==> src/rtl/viterbi_codec_k3.sv <==
// viterbi_codec_k3: rate-1/2 K=3 (7,5) convolutional encoder plus 4-state hard-decision register-exchange Viterbi decoder.
// Optional VITERBI_MIN_PM_EN adds dec_min_pm, the minimum normalised path metric.
module viterbi_codec_k3 #(
  parameter int TB_DEPTH = 16,
  parameter int PM_W     = 6
) (
  input  logic            clk,
  input  logic            rst,
  input  logic            enc_enable_i,
  input  logic            enc_d_in,
  output logic            enc_valid_o,
  output logic [1:0]      enc_d_out,
  input  logic            dec_enable,
  input  logic [1:0]      dec_d_in,
  output logic            dec_d_out,
`ifdef VITERBI_MIN_PM_EN
  output logic [PM_W-1:0] dec_min_pm,
`endif
  output logic            dec_valid_o
);
  localparam int CW = $clog2(TB_DEPTH + 1);
  localparam logic [CW-1:0] CMAX = CW'(TB_DEPTH);

  function automatic logic [1:0] bm(input logic [1:0] r, input logic [1:0] e);
    return {1'b0, r[1] ^ e[1]} + {1'b0, r[0] ^ e[0]};
  endfunction

  // lowest index wins on equal metrics
  function automatic logic [1:0] argmin(input logic [PM_W-1:0] p0, p1, p2, p3);
    logic [1:0] lo, hi;
    logic [PM_W-1:0] vlo, vhi;
    lo  = p1 < p0 ? 2'd1 : 2'd0;
    vlo = p1 < p0 ? p1 : p0;
    hi  = p3 < p2 ? 2'd3 : 2'd2;
    vhi = p3 < p2 ? p3 : p2;
    return vhi < vlo ? hi : lo;
  endfunction

  logic [1:0]          enc_s_q;
  logic [PM_W-1:0]     pm_q [4];
  logic [PM_W-1:0]     pm_raw [4];
  logic [PM_W-1:0]     pm_d [4];
  logic [TB_DEPTH-1:0] surv_q [4];
  logic [TB_DEPTH-1:0] surv_d [4];
  logic [CW-1:0]       cnt_q;
  logic [1:0]          best;
  logic                nrm;

  always_ff @(posedge clk or negedge rst)
    if (!rst) begin
      enc_s_q     <= '0;
      enc_d_out   <= '0;
      enc_valid_o <= 1'b0;
    end else begin
      enc_valid_o <= enc_enable_i;
      if (enc_enable_i) begin
        enc_d_out <= {enc_d_in ^ enc_s_q[1] ^ enc_s_q[0], enc_d_in ^ enc_s_q[0]};
        enc_s_q   <= {enc_d_in, enc_s_q[1]};
      end
    end

  // state i = {d,a}; predecessors {a,0} and {a,1}
  for (genvar i = 0; i < 4; i++) begin : g_acs
    localparam logic [1:0] S = 2'(i);
    logic [PM_W-1:0] m0, m1;
    logic            w;
    assign m0        = pm_q[{S[0], 1'b0}] + PM_W'(bm(dec_d_in, {S[1] ^ S[0], S[1]}));
    assign m1        = pm_q[{S[0], 1'b1}] + PM_W'(bm(dec_d_in, {~(S[1] ^ S[0]), ~S[1]}));
    assign w         = m1 < m0;
    assign pm_raw[i] = w ? m1 : m0;
    assign pm_d[i]   = nrm ? {1'b0, pm_raw[i][PM_W-2:0]} : pm_raw[i];
    assign surv_d[i] = {surv_q[{S[0], w}][TB_DEPTH-2:0], S[1]};
  end

  assign nrm  = pm_raw[0][PM_W-1] & pm_raw[1][PM_W-1] & pm_raw[2][PM_W-1] & pm_raw[3][PM_W-1];
  assign best = argmin(pm_q[0], pm_q[1], pm_q[2], pm_q[3]);

  always_ff @(posedge clk or negedge rst)
    if (!rst) begin
      pm_q        <= '{'0, PM_W'(8), PM_W'(8), PM_W'(8)};
      surv_q      <= '{default: '0};
      cnt_q       <= '0;
      dec_d_out   <= 1'b0;
      dec_valid_o <= 1'b0;
    end else if (dec_enable) begin
      pm_q        <= pm_d;
      surv_q      <= surv_d;
      cnt_q       <= cnt_q + CW'(cnt_q != CMAX);
      dec_d_out   <= surv_q[best][TB_DEPTH-1];
      dec_valid_o <= cnt_q == CMAX;
    end

`ifdef VITERBI_MIN_PM_EN
  always_ff @(posedge clk or negedge rst)
    if (!rst) dec_min_pm <= '0;
    else if (dec_enable) dec_min_pm <= pm_d[argmin(pm_d[0], pm_d[1], pm_d[2], pm_d[3])];
`endif
endmodule

==> config.mk <==
export PLATFORM = sky130hd
export DESIGN_NAME = viterbi_codec_k3
export DESIGN_NICKNAME = d
export VERILOG_FILES = /design/src/rtl/viterbi_codec_k3.sv
export SDC_FILE = /design/constraint.sdc
export NUM_CORES = 1
export LEC_CHECK = 0
export BUFFER_PORTS_ARGS = -buffer_cell sky130_fd_sc_hd__clkbuf_2
export CORE_ASPECT_RATIO = 0.8
export CORE_MARGIN = 3
export CORE_UTILIZATION = 50
export CTS_CLUSTER_DIAMETER = 30
export DETAILED_ROUTE_END_ITERATION = 8
export GPL_TIMING_DRIVEN = 0
export PLACE_DENSITY = 0.66
export SLEW_MARGIN = 20
export SYNTH_ARGS = -nofsm -noshare
export SYNTH_HDL_FRONTEND = slang
export SYNTH_SLANG_ARGS = --single-unit
==> constraint.sdc <==
create_clock -name clk -period 3.42 [get_ports clk]
set_input_delay 0.171 -clock clk [delete_from_list [all_inputs] [get_ports clk]]
set_output_delay 0.171 -clock clk [all_outputs]
set_load 0.1 [all_outputs]
==> qor.csv, run 1 <==
metric;value;unit
place_congestion;0.908;
fin_crit_sh;0.979;
start_kind;flip-flop;
slew_violations;0;
nNetsFinal;799;
worstPathMaxFanout;8;
grt_pass1_wl;27700;um
die_width;133;um
drc_errors;0;
yosys_most_used_dff;dfrtp_1;
overflow;0;
drive_above_1_share;0.114;
async_flop_share;1.00;
clk_path_buf_depth;2;
cts_sinks;95;
hpwl;12300;um
finClkSkew;10.3;ps
dp_cells;895;
hold_path.class;in -> reg;
drt_wl_total;16800;um
ios;12;
final_cell_mix;dfrtp_1 (91), nor2_1 (84), a21oi_1 (73);
slew_headroom;0.514;
critPathCaptureType;flip-flop;
numCtsBuffers;9;
r2r_end;dec_d_out;
hold_depth;1;
synth_nets;778;
core_area;12400;sq um
hold_viol_final;0;
post_drt_wl_per_cell;18.4;um
insertion_delay;350;ps
r2r_start;pm_q[19];
seq_area_frac_synth;0.370;
reg2regPathDepth;14;
cts_tree;built;
grt.total_usage;0.243;
maxCapViolations;0;
synth_edf_count;0;
area_delta_synth_final;10.3;%
dr.pass1.iters;5;
grt_max_degree;54;
vias_per_cell;5.84;
dieArea;14300;sq um
avgSynthCellArea;9.04;sq um
diodes;0;
crit_arrival;3570;ps
root_buffer;clkbuf_16;
setup_viol;0;
fin_cells;910;
antenna_found_initial;0;
ys_types;55;
hold_path_end;enc_valid_o;
rsz0062_at_grt;yes;
min_from;enc_enable_i;
num_rows;36;
start_util;0.520;
fmax;299;MHz
tightest_slew;729;ps
reg2reg_slack;70;ps
crit_required;3650;ps
syn_area;6440;sq um
drtAntennaViolNets;0;
period_minus_slack;3350;ps
cts_max_level;3;
drt_iter0_drc;566;
portBuffers;10;
die_height;108;um
first_global_vias;5150;
postSynthCellCount;713;
final_common_cell;dfrtp_1;
postCtsSetupBuffers;0;
path_clk_slew;70;ps
critPathKind;reg -> reg;
outcome;finished, final reports clean;
n_fill_cell;1086;
ys_ff_latch;95;
ys.warnings.count;0;
vias;5314;
how the worst max path moves through the flow:
stage | start | end | cells after the start
after CTS | dec_d_in[0] | surv_q[4] | 15
after detailed placement | dec_d_in[0] | pm_q[19] | 17
after floorplan | pm_q[20] | dec_d_out | 14
after global routing | pm_q[20] | dec_d_out | 13
final | pm_q[19] | dec_d_out | 14
after global placement | dec_d_in[0] | pm_q[19] | 17
cells in the mapped netlist (3+ instances only):
cell,instances,area share
xnor2_1,33,0.045
o2bb2ai_1,4,0.0054
nor2_1,84,0.049
a211oi_1,4,0.0047
and2_1,6,0.0058
a21oi_1,75,0.058
a21o_1,6,0.0070
o211ai_1,8,0.0093
buf_4,3,0.0035
o31ai_1,4,0.0047
inv_1,40,0.023
xor2_1,14,0.019
mux2_2,3,0.0052
dfstp_2,3,0.012
clkbuf_1,21,0.012
clkbuf_2,3,0.0023
nand2_1,71,0.041
dfrtp_1,92,0.36
nand2b_1,7,0.0068
ha_1,58,0.11
buf_2,12,0.0093
nor2b_1,9,0.0087
a31oi_1,17,0.017
o21ai_0,28,0.022
mux2i_1,54,0.084
nand3_1,7,0.0054
a31o_2,3,0.0041
a211oi_2,6,0.012
state kept, by name, summed over array words and instances (netlist names):
register,cells
dec_valid_o,1
enc_valid_o,1
pm_q,24
dec_d_out,1
surv_q,59
cnt_q,5
enc_d_out,2
enc_s_q,2
cell families after synthesis:
logic type / after synthesis / share of synthesized area
AO/OA/AOI/OAI: 178 / 0.177
XOR/XNOR: 47 / 0.0639
adder cells (fa/ha/maj): 58 / 0.113
buffers and inverters: 82 / 0.0536
flip-flops: 95 / 0.370
multiplexers: 60 / 0.0959
AND/OR/NAND/NOR: 193 / 0.127
cell type report:
type	instances	area, sq um	area share
buffer	40	208	0.0292
multi-input combinational	536	3760	0.529
tap	171	214	0.0301
timing repair buffer	12	96.3	0.0136
clock inverter	6	67.6	0.00951
sequential	95	2380	0.335
clock buffer	10	229	0.0322
inverter	40	150	0.0211
layer usage:
| layer | track usage | part of all wire | up-vias |
|---|---|---|---|
| li1 | - | - | 2507 |
| met1 | 0.370 | 0.49 | 2598 |
| met2 | 0.358 | 0.43 | 188 |
| met3 | 0.0463 | 0.066 | 21 |
| met4 | 0.0549 | 0.013 | 0 |
| met5 | 0 | 0 | - |
metrics by stage:
step | setup WS (ps) | hold slack [ps] | util | setup TNS (ps) | cell area [sq um]
after CTS | 5.09 | 12.0 | 0.569 | 0 | 7050
after detailed placement | -365 | 126 | 0.544 | -13140 | 6740
final | 72.4 | 18.3 | 0.574 | 0 | 7110
after global placement | -277 | 364 | 0.542 | -7140 | 6710
after floorplan | 386 | -125 | - | 0 | 6440
after global routing | -52.9 | 15.5 | 0.574 | -97.1 | 7110
worst max-delay path, cell delays in order, from the launching register on:
cell	delay (ps)
dfrtp_1	320
buf_2	210
inv_1	100
ha_1	280
nand2_1	60
o21ai_2	230
a221o_1	200
clkbuf_4	210
mux2i_2	260
ha_1	290
a21oi_1	160
nand2_1	80
a221o_1	380
a2111o_1	350
o311ai_1	90
timing repair:
item	4_1_cts	5_1_grt
endpoints found under the hold margin	39	0
cloned	0	0
resized for setup	2	27
endpoints found under the setup margin	3	54
pin swaps	0	1
hold buffers	1	0
Power of run 1 is left out: the tool's default activity adds up to more than one toggle a clock period on the data nets, which glitch-free logic cannot reach.
==> run 2, diff against run 1 <==
--- a/config.mk
+++ b/config.mk
@@ -9,9 +9,8 @@
 export CORE_ASPECT_RATIO = 0.8
 export CORE_MARGIN = 3
-export CORE_UTILIZATION = 50
+export CORE_UTILIZATION = 30
 export CTS_CLUSTER_DIAMETER = 30
 export DETAILED_ROUTE_END_ITERATION = 8
 export GPL_TIMING_DRIVEN = 0
-export PLACE_DENSITY = 0.66
 export SLEW_MARGIN = 20
 export SYNTH_ARGS = -nofsm -noshare
==> constraint.sdc (replaced) <==
create_clock -name clk -period 3.42 [get_ports clk]
set_input_delay 0.171 -clock clk [delete_from_list [all_inputs] [get_ports clk]]
set_output_delay 0.171 -clock clk [all_outputs]
set_load 0.01 [all_outputs]
==> run 2 against run 1 <==
Effect of this change:
- sequential share of layout area shrank 0.82 points
- non-clock buffer count grew 4
- critical path depth did not move
- clock skew fell by 1.2 ps
- cell area increased by 2.6%
- flip-flop and latch count unchanged
- fmax is 3.5% higher
- routed wire length down 0.93%
- first-iteration DRC count decreased by 21%
- setup slack improved by 110 ps
- via count is 3.4% lower
- critical path type unchanged
- highest routed layer unchanged
==> qor.csv, run 2 (synthesized netlist as in run 1, its figures left out) <==
metric;value;unit;change
portBuffers;10;;unchanged
largest_reg_flops;59;;unchanged
dieArea;23300;sq um;+63%
drive_above_1_share;0.125;;+0.0115
place_congestion;0.847;;-6.7%
finClkSkew;9.05;ps;-1.24 ps
n_fill_cell;2168;;+100%
crit_arrival;3470;ps;-100 ps
first_global_vias;4967;;-3.6%
setup_viol;0;;unchanged
min_from;enc_enable_i;;
overflow;0;;unchanged
vias_per_cell;5.07;;-13%
clk_path_buf_depth;2;;unchanged
nNetsFinal;803;;+0.50%
area_delta_synth_final;13.1;%;
reg_top3;surv_q: 59 flops, pm_q: 24 flops, cnt_q: 5 flops;;
core_area;20900;sq um;+69%
holdWs;23.8;ps;+5.56 ps
path_clk_slew;70;ps;about the same
final_common_cell;dfrtp_1;;
final_cell_mix;dfrtp_1 (90), nor2_1 (84), nand2_1 (71);;
fmax;309;MHz;+3.5%
r2r_start;pm_q[19];;
outcome;finished, final reports clean;;
multiInputGateArea;3780;sq um;+0.50%
hpwl;12400;um;+1.0%
hold_viol_final;0;;unchanged
dp_cells;993;;+11%
critPathCaptureType;flip-flop;;
cts_tree;built;;
pre_cts_slack;-419;ps;-53.9 ps
drc_errors;0;;unchanged
rsz0062_at_grt;yes;;
regArea;2380;sq um;about the same
top_register;surv_q;;
slew_headroom;0.537;;+0.0237
die_height;137;um;+27%
tightest_slew;694;ps;-35.6 ps
maxCapViolations;0;;unchanged
setup.worst_path.start;pm_q[19];;
worstPathMaxFanout;8;;unchanged
numCtsBuffers;9;;unchanged
slew_violations;0;;unchanged
hold_path.class;in -> reg;;
start_kind;flip-flop;;
grt.total_usage;0.148;;-0.0956
period_minus_slack;3230;ps;-114 ps
grt_pass1_wl;27300;um;-1.5%
fin_tns_setup;0;ps;unchanged
insertion_delay;350;ps;about the same
cts_max_level;3;;unchanged
drt_iter0_drc;447;;-21%
vias;5131;;-3.4%
cts_sinks;95;;unchanged
crit_required;3660;ps;about the same
drt_wl_total;16600;um;-0.93%
die_width;170;um;+28%
ios;12;;unchanged
diodes;0;;unchanged
post_drt_wl_per_cell;16.4;um;-11%
fin_crit_sh;0.945;;-0.0334
fin_cells;1012;;+11%
drtAntennaViolNets;0;;unchanged
num_rows;47;;+31%
setup_ws;187;ps;+114 ps
critPathKind;reg -> reg;;
root_buffer;clkbuf_16;;
grt_max_degree;54;;unchanged
antenna_found_initial;0;;unchanged
start_util;0.309;;-0.212
dr.pass1.iters;5;;unchanged
==> run 2: final cells by class <==
cell class,count,share of cell area
clock inverters,5,0.00893
plain buffers,40,0.0295
inverters,40,0.0206
flip-flops and latches,95,0.327
well taps,269,0.0462
repair buffers,16,0.0173
multi-input cells,536,0.519
clock buffers,11,0.0319
==> run 2: path summary, 6_finish.rpt <==
kind	end	slack (ps)	depth (start not counted)
setup / recovery	dec_d_out	190	14
hold / removal	enc_valid_o	20	1
setup reg to reg	dec_d_out	190	14
hold reg to reg	cnt_q[4]	480	1
max in group asynchronous	pm_q[3]	2460	3
min in group asynchronous	pm_q[19]	320	2
==> run 2: metrics by stage <==
step / instance area [sq um] / utilization
finish: 7290 / 0.349
global route: 7290 / 0.349
CTS: 7170 / 0.344
detailed placement: 6870 / 0.329
global placement: 6830 / 0.327
floorplan: 6440 / -
==> run 2: metal layers <==
layer,wire length [um],vias to the layer above,GRT usage
met2,6580,110,0.208
met4,138,0,0.0272
met3,1070,11,0.0347
li1,-,2513,-
met5,0,-,0
met1,8840,2497,0.229
==> run 2: worst max-delay path, cell delays in order (launching register included) <==
cell and delay (ps):
dfrtp_1 330, buf_2 200, inv_1 100, ha_1 280, nand2_1 60, o21ai_2 200
a221o_1 170, buf_2 220, mux2i_1 250, ha_1 290, a21oi_1 130, nand2_1 70
a221o_1 380, a2111o_1 350, o311ai_1 70
==> run 2: timing repair <==
item / in CTS / in global routing
endpoints found under the setup margin: 8 / 60
setup buffers: 0 / 4
pin swaps: 0 / 3
hold buffers: 1 / 0
resized for setup: 1 / 37
endpoints found under the hold margin: 42 / 0
Power of run 2 is left out for the same reason.
